--- config.mk ---
export PLATFORM = sky130hd
export DESIGN_NAME = fsk_frame_modulator
export DESIGN_NICKNAME = d
export VERILOG_FILES = /design/src/rtl/fsk_frame_modulator.sv
export SDC_FILE = /design/constraint.sdc
export NUM_CORES = 1
export LEC_CHECK = 0
export ABC_AREA = 0
export ABC_CLOCK_PERIOD_IN_PS = 1900
export BUFFER_PORTS_ARGS = -buffer_cell sky130_fd_sc_hd__buf_2
export CAP_MARGIN = 20
export CELL_PAD_IN_SITES_DETAIL_PLACEMENT = 1
export CELL_PAD_IN_SITES_GLOBAL_PLACEMENT = 1
export CORE_ASPECT_RATIO = 1.25
export CORE_MARGIN = 8
export CORE_UTILIZATION = 44
export DETAILED_ROUTE_END_ITERATION = 8
export PLACE_DENSITY_LB_ADDON = 0.05
export SYNTH_ARGS = -nofsm -noshare
export SYNTH_HDL_FRONTEND = slang
export SYNTH_SLANG_ARGS = --single-unit
export TNS_END_PERCENT = 1
--- constraint.sdc ---
create_clock -name clk_in -period 1.9 [get_ports clk_in]
set_clock_uncertainty 0.15 [all_clocks]
set_input_delay 0 -clock clk_in [delete_from_list [all_inputs] [get_ports clk_in]]
set_output_delay 0 -clock clk_in [all_outputs]
set_load 0.02 [all_outputs]
--- src/rtl/fsk_frame_modulator.sv ---
`default_nettype none
// ============================================================================
// Module   : fsk_frame_modulator
// Brief    : UART-style framer (start, data LSB-first, stop) driving a
//            continuous-phase binary FSK square wave from half-period counters.
// Revision : 1.0
// ============================================================================
module fsk_frame_modulator #(
    parameter int DATA_W     = 8,
    parameter int BAUD_DIV   = 32,
    parameter int MARK_HALF  = 4,
    parameter int SPACE_HALF = 8
) (
    input  logic              clk_in,
    input  logic              reset,
    input  logic [DATA_W-1:0] data_in,
    input  logic              data_valid,
    output logic              data_ready,
    output logic              fsk_out,
    output logic              tx_bit,
    output logic              busy,
    output logic              bit_strobe
);

    localparam int c_MAX_HALF = (MARK_HALF > SPACE_HALF) ? MARK_HALF : SPACE_HALF;
    localparam int c_BW       = $clog2(BAUD_DIV + 1);
    localparam int c_TW       = $clog2(c_MAX_HALF + 1);
    localparam int c_IW       = $clog2(DATA_W + 1);

    localparam logic [c_BW-1:0] c_BAUD_LAST  = c_BW'(BAUD_DIV - 1);
    localparam logic [c_TW-1:0] c_MARK_LAST  = c_TW'(MARK_HALF - 1);
    localparam logic [c_TW-1:0] c_SPACE_LAST = c_TW'(SPACE_HALF - 1);
    localparam logic [c_IW-1:0] c_IDX_LAST   = c_IW'(DATA_W - 1);

    typedef enum logic [1:0] {
        S_IDLE  = 2'd0,
        S_START = 2'd1,
        S_DATA  = 2'd2,
        S_STOP  = 2'd3
    } state_t;

    state_t            r_state;
    state_t            w_state_next;
    logic [c_BW-1:0]   r_baud_cnt;
    logic [c_IW-1:0]   r_bit_idx;
    logic [c_TW-1:0]   r_tone_cnt;
    logic [DATA_W-1:0] r_shreg;
    logic              r_fsk;
    logic              w_sym_end;
    logic              w_accept;
    logic              w_last_bit;
    logic [c_TW-1:0]   w_half_last;

    assign w_sym_end  = (r_state != S_IDLE) && (r_baud_cnt == c_BAUD_LAST);
    assign w_last_bit = (r_bit_idx == c_IDX_LAST);

    // Ready in IDLE and on the final STOP cycle; held low while reset is high.
    assign data_ready = !reset &&
                        ((r_state == S_IDLE) ||
                         ((r_state == S_STOP) && (r_baud_cnt == c_BAUD_LAST)));
    assign w_accept   = data_valid && data_ready;

    assign busy        = (r_state != S_IDLE);
    assign bit_strobe  = w_sym_end;
    assign fsk_out     = r_fsk;
    assign w_half_last = tx_bit ? c_MARK_LAST : c_SPACE_LAST;

    always_ff @(posedge clk_in or posedge reset) begin
        if (reset) begin
            r_state <= S_IDLE;
        end else begin
            r_state <= w_state_next;
        end
    end

    always_comb begin
        w_state_next = r_state;
        tx_bit       = 1'b1;
        case (r_state)
            S_IDLE: begin
                if (w_accept) begin
                    w_state_next = S_START;
                end
            end
            S_START: begin
                tx_bit = 1'b0;
                if (w_sym_end) begin
                    w_state_next = S_DATA;
                end
            end
            S_DATA: begin
                tx_bit = r_shreg[0];
                if (w_sym_end && w_last_bit) begin
                    w_state_next = S_STOP;
                end
            end
            S_STOP: begin
                if (w_sym_end) begin
                    w_state_next = w_accept ? S_START : S_IDLE;
                end
            end
            default: begin
                w_state_next = S_IDLE;
            end
        endcase
    end

    always_ff @(posedge clk_in or posedge reset) begin
        if (reset) begin
            r_shreg    <= '0;
            r_baud_cnt <= '0;
            r_bit_idx  <= '0;
            r_tone_cnt <= '0;
            r_fsk      <= 1'b0;
        end else begin
            if (w_accept) begin
                r_shreg <= data_in;
            end else if ((r_state == S_DATA) && w_sym_end) begin
                r_shreg <= r_shreg >> 1;
            end

            if ((r_state == S_IDLE) || w_sym_end) begin
                r_baud_cnt <= '0;
            end else begin
                r_baud_cnt <= r_baud_cnt + 1'b1;
            end

            if ((r_state == S_DATA) && w_sym_end) begin
                r_bit_idx <= w_last_bit ? '0 : r_bit_idx + 1'b1;
            end

            // Carrier is off in IDLE; otherwise toggle on the current half,
            // and a symbol boundary restarts the count without touching phase.
            if ((r_state == S_IDLE) || (w_state_next == S_IDLE)) begin
                r_fsk      <= 1'b0;
                r_tone_cnt <= '0;
            end else begin
                if (r_tone_cnt == w_half_last) begin
                    r_fsk      <= ~r_fsk;
                    r_tone_cnt <= '0;
                end else begin
                    r_tone_cnt <= r_tone_cnt + 1'b1;
                end
                if (w_sym_end) begin
                    r_tone_cnt <= '0;
                end
            end
        end
    end

endmodule
`default_nettype wire

==> flow_summary.json, run 1 <==
{
  "status": "complete, no violations",
  "dieArea_mm2": 0.00486,
  "finalHoldViolCount": 0,
  "worst-setup-path-type": "flop to flop",
  "numCtsBuffers": 3,
  "async_flop_share": 1.00,
  "dp.cells": 173,
  "synthSimpleGateAreaFrac": 0.239,
  "vdd_ir_drop_max_mv": 0.541,
  "crit_fanout": 8,
  "num_rows": 21,
  "fin_crit_ns": 1.82,
  "synth_ff_type": "dfrtp_1",
  "slew_viol_final": 0,
  "muxShareOfSynthArea": 0.0464,
  "initial_core_util": 0.468,
  "fin_crit_sh": 0.957,
  "fill_cells": 306,
  "rsz0062_at_grt": "no",
  "vias": 981,
  "synth_top_area_share": 0.494,
  "start_kind": "flop",
  "htree_levels": 1,
  "die_y_um": 76.0,
  "antenna_left": 0,
  "syn_area_mm2": 0.00127,
  "drt_iter0_drc": 21,
  "syn-num-nets": 131,
  "setup_viol": 0,
  "gr-total-overflow": 0,
  "synth_area_leader_cell": "dfrtp_1",
  "synth_top_family_by_area": "simple AND/OR/NAND/NOR gates",
  "yosysWarnings": 0,
  "yosys_register_bits": 25,
  "gp_congestion": 0.678,
  "path_clk_slew_ns": 0.14,
  "maxCapViolCount": 0,
  "drcViolationCount": 0,
  "post-dp-hpwl_um": 2080,
  "drive_above_1_share": 0.275,
  "yosys-top-cells-count": "dfrtp_1, nor2_1, a221o_1, and2_1",
  "cts.path.max_buffers": 2,
  "fmax_mhz": 550,
  "finalSetupTns_ns": 0,
  "cts-root-buf": "clkbuf_4",
  "ys_types": 37,
  "layoutNonFillerInstCount": 187,
  "worst_setup_path_end_kind": "flop",
  "grt_first_pass_wirelength_um": 5120,
  "cts_tree": "yes",
  "fp.coreArea_mm2": 0.00271,
  "min_path_type": "input port to async pin",
  "clkSinkCount": 25,
  "port_buffers": 15,
  "synthAdderAreaFrac": 0.0296,
  "synthCells": 117,
  "yosysMostFrequentCell": "dfrtp_1",
  "die_w_um": 64.0,
  "detail_route.wl_per_cell_um": 15.1,
  "firstDrtPassIters": 2,
  "final_nets": 168,
  "grt_max_degree": 26,
  "cts_setup_buffers": 0,
  "antenna_found_initial": 0,
  "synth_compound_area_frac": 0.101,
  "drt-total-wl_um": 2830,
  "grt_pass1_vias": 1091,
  "power_leakage_nw": 0.724,
  "cp.arrival_ns": 1.88,
  "synth_edf_count": 0,
  "synth_area_leaders": "dfrtp_1, a221o_1, nor2_1, xnor2_1, and2_1",
  "tightestPinTransition_ns": 0.350,
  "area_delta_synth_final_pct": 25.5,
  "synth-seq-area-share": 0.494,
  "antennaDiodeCount": 0,
  "synth_area_per_cell_um2": 10.8,
  "synth_xor_area_frac": 0.0553,
  "io_pins": 16,
  "worstPathRequired_ns": 1.96,
  "slew_headroom": 0.766,
  "power_density_mw_per_mm2": 1320,
  "track_usage": 0.127,
  "routed_via_density": 5.25,
  "clk_latency_ns": 0.32
}
[state kept, by name, summed over array words and instances, names as in the netlist]
| register | cells |
|---|---|
| r_shreg | 8 |
| r_tone_cnt | 4 |
| r_baud_cnt | 6 |
| r_state | 2 |
| fsk_out | 1 |
| r_bit_idx | 4 |
[placed cells by master, fill, tap and decap left out, types with 2 or more instances in the layout]
cell           instances
mux2_2                 3
dlygate4sd3_1         10
o21ai_0                2
xor2_1                 2
nand2b_1               2
ha_1                   2
nand2_1                5
and2_1                 7
inv_1                  5
nor2_1                14
dfrtp_1               25
clkbuf_4               3
a221o_1                7
xnor2_1                6
buf_4                 10
buf_2                 15
nand3_1                5
a21oi_2                2
nor3_1                 6
nor2b_1                2
[per-layer routing]
metal  global-route usage  part of all wire
met1                0.150              0.43
met4               0.0470             0.010
met2                0.213              0.51
met5                    0                 0
met3               0.0324             0.045
[critical path, cell delays in order (launching register included)]
cell and delay, ns:
dfrtp_1 0.45, ha_4 0.20, and4_1 0.23, a21oi_2 0.21, nor2_4 0.10, a221o_1 0.37
[through the flow]
step                instance area, um^2  total power, mW  utilization  setup WS, ns  hold slack, ns
finish                             1590             2.10        0.587        0.0824           0.154
global route                       1590             2.27        0.587       0.00532           0.199
CTS                                1570             2.08        0.579       0.00367           0.157
detailed placement                 1440             1.82        0.531        0.0106         -0.0255
global placement                   1440             1.75        0.531        0.0863         -0.0390
floorplan                          1270             1.55            -         0.109          -0.114
[what timing repair did]
action	CTS	global route
gates resized for setup	1	3
hold buffers	10	0
endpoints found under the setup margin	5	12
hold endpoints to repair	34	0
gates cloned	0	0
[where the power goes]
group,switching (mW),internal (mW)
logic,0.452,0.456
clock network,0.163,0.0822
registers,0.195,0.752
total,0.810,1.29
[final cells by class]
cell class / count / area, um^2 / share of cell area
well taps: 34 / 42.5 / 0.0268
flip-flops and latches: 25 / 626 / 0.394
repair buffers: 35 / 250 / 0.157
inverters: 6 / 22.5 / 0.0142
multi-input cells: 83 / 622 / 0.391
clock buffers: 4 / 26.3 / 0.0165
[worst paths after layout]
| kind | slack [ns] | from | depth (start not counted) | to |
|---|---|---|---|---|
| max in group asynchronous | 1.19 | reset | 4 | r_tone_cnt[0]$_DFF_PP0_ |
| worst max register to register | 0.08 | r_baud_cnt[0]$_DFF_PP0_ | 5 | r_shreg[4]$_DFFE_PP0P_ |
| worst max-delay path | 0.08 | r_baud_cnt[0]$_DFF_PP0_ | 5 | r_shreg[4]$_DFFE_PP0P_ |
| worst min register to register | 0.33 | r_tone_cnt[0]$_DFF_PP0_ | 1 | r_tone_cnt[0]$_DFF_PP0_ |
| worst min-delay path | 0.15 | reset | 4 | r_shreg[7]$_DFFE_PP0P_ |
| min in group clk_in | 0.29 | data_in[3] | 3 | r_shreg[3]$_DFFE_PP0P_ |
[cells by family after synthesis]
family,Yosys count
DFF,25
AOI/OAI and AO/OA,15
buffers and inverters,9
adders and majority gates,3
xor gates and xnor gates,8
muxes,5
and+or+nand+nor,52
No activity file was read; power rests on OpenSTA's default activity.
==> run 2, diff against run 1 <==
ABC_AREA = not set   (was 0)
RECOVER_POWER = 25   (was not set)
==> run 2 against run 1 <==
- non-clock buffer count stayed put
- clock power about the same
- register-to-register slack about the same
- design area fell by 0.24%
- sequential power about the same
- combinational power barely moved
- largest cell class unchanged
==> flow_summary.json, run 2 (synthesis results as in run 1) <==
{
  "min_path_type": "input port to async pin",
  "power.net_switching_mw": 0.810,
  "clk_latency_ns": 0.32,
  "drt_iter0_drc": 20,
  "final_nets": 168,
  "grt_first_pass_wirelength_um": 5120,
  "worst_setup_path_end_kind": "flop",
  "numCtsBuffers": 3,
  "post-dp-hpwl_um": 2080,
  "sw_frac_of_total": 0.386,
  "drt-total-wl_um": 2830,
  "top_register": "r_shreg",
  "layout_common_cells": "dfrtp_1, nor2_1, buf_2",
  "setup_viol": 0,
  "cts.path.max_buffers": 2,
  "crit_fanout": 8,
  "path_clk_slew_ns": 0.14,
  "port_buffers": 15,
  "worstPathRequired_ns": 1.96,
  "start_kind": "flop",
  "antennaDiodeCount": 0,
  "fmax_mhz": 550,
  "power_density_mw_per_mm2": 1320,
  "detail_route.wl_per_cell_um": 15.1,
  "dieArea_mm2": 0.00486,
  "maxCapViolCount": 0,
  "worst-path-buf-inv": 0,
  "initial_core_util": 0.468,
  "area_delta_synth_final_pct": 25.2,
  "die_w_um": 64.0,
  "cp.arrival_ns": 1.88,
  "power_frac_seq": 0.451,
  "routed_via_density": 5.25,
  "num_rows": 21,
  "slew_headroom": 0.574,
  "crit_path_cell_trace": "ha_4, and4_1, a21oi_2, nor2_4, a221o_1",
  "track_usage": 0.127,
  "slowest_stage": "dfrtp_1",
  "fin_crit_sh": 0.956,
  "pwr-share-clk": 0.117,
  "htree_levels": 1,
  "finalHoldViolCount": 0,
  "antenna_found_initial": 0,
  "clkSinkCount": 25,
  "power.total_mw": 2.10,
  "drcViolationCount": 0,
  "tightestPinTransition_ns": 0.638,
  "fin_crit_ns": 1.82,
  "die_y_um": 76.0,
  "antenna_left": 0,
  "status": "complete, no violations",
  "path_delay_family": "compound AO/OA/AOI/OAI gates",
  "drive_above_1_share": 0.268,
  "power.internal_mw": 1.29,
  "critPathMaxStageDelay_ns": 0.45,
  "power_leakage_nw": 0.721,
  "io_pins": 16,
  "slew_viol_final": 0,
  "cts_tree": "yes",
  "fp.coreArea_mm2": 0.00271,
  "comb_power_share": 0.432,
  "cts-root-buf": "clkbuf_4",
  "grt_max_degree": 26,
  "largest_reg_flops": 8,
  "worst-setup-path-type": "flop to flop",
  "gp_congestion": 0.678,
  "gr-total-overflow": 0,
  "top_regs": "r_shreg x8, r_baud_cnt x6",
  "vdd_ir_drop_max_mv": 0.539,
  "rsz0062_at_grt": "no",
  "firstDrtPassIters": 2,
  "finalSetupTns_ns": 0,
  "final_common_cell": "dfrtp_1",
  "vias": 982,
  "grt_pass1_vias": 1091
}
## run 2: cell types whose count changed in the layout (fill, tap and decap cells not counted), sizes merged
cell    before  now
buf         25   23
clkbuf       4    6
## run 2: path summary, 6_finish.rpt
kind                                         start                 endpoint  slack, ns  depth (start not counted)
max                        r_baud_cnt[0]$_DFF_PP0_   r_shreg[4]$_DFFE_PP0P_       0.08                          5
min                                          reset   r_shreg[7]$_DFFE_PP0P_       0.26                          4
max reg2reg                r_baud_cnt[0]$_DFF_PP0_   r_shreg[4]$_DFFE_PP0P_       0.08                          5
min reg2reg                r_tone_cnt[0]$_DFF_PP0_  r_tone_cnt[0]$_DFF_PP0_       0.33                          1
max in group asynchronous                    reset  r_tone_cnt[0]$_DFF_PP0_       0.92                          4
min in group clk_in                     data_in[3]   r_shreg[3]$_DFFE_PP0P_       0.29                          3
## run 2: per-layer routing
metal  GRT usage  vias up  share of wire
li1            -      480              -
met1       0.150      483           0.43
met2       0.213       15           0.51
met3      0.0324        4          0.045
met4      0.0470        0          0.010
met5           0        -              0
## run 2: final cells by class
type | count | area, um^2
clock buffers | 4 | 26.3
flip-flops and latches | 25 | 626
repair buffers | 35 | 246
well taps | 34 | 42.5
multi-input cells | 83 | 622
fillers | 308 | 1120
inverters | 6 | 22.5
## run 2: metrics by stage
stage / utilization / cells / hold WS (ns) / cell area (um^2) / worst slack, ns
floorplan: - / 117 / -0.114 / 1270 / 0.109
global placement: 0.531 / 173 / -0.0390 / 1440 / 0.0863
detailed placement: 0.531 / 173 / -0.0255 / 1440 / 0.0106
CTS: 0.579 / 187 / 0.157 / 1570 / 0.00367
global route: 0.586 / 187 / 0.290 / 1590 / 0.00532
finish: 0.586 / 187 / 0.263 / 1590 / 0.0828
## run 2: power by group through the flow
stage / logic (mW) / registers [mW] / clock network (mW)
5_1_grt: 1.02 / 0.977 / 0.270
4_1_cts: 0.901 / 0.928 / 0.252
3_3_place_gp: 0.825 / 0.924 / 0
6_report: 0.907 / 0.947 / 0.245
3_5_place_dp: 0.882 / 0.934 / 0
2_1_floorplan: 0.655 / 0.899 / 0
## run 2: worst min-delay path: stages
cell and delay (ns):
dlygate4sd3_1 0.54, clkbuf_1 0.12, inv_1 0.07, clkbuf_2 0.52
## run 2: timing repair
| action | in CTS | in global routing |
|---|---|---|
| setup endpoints to repair | 5 | 12 |
| setup buffers | 0 | 0 |
| cloned | 0 | 0 |
| endpoints found under the hold margin | 34 | 0 |
| gates resized for setup | 1 | 3 |
| hold buffers | 10 | 0 |
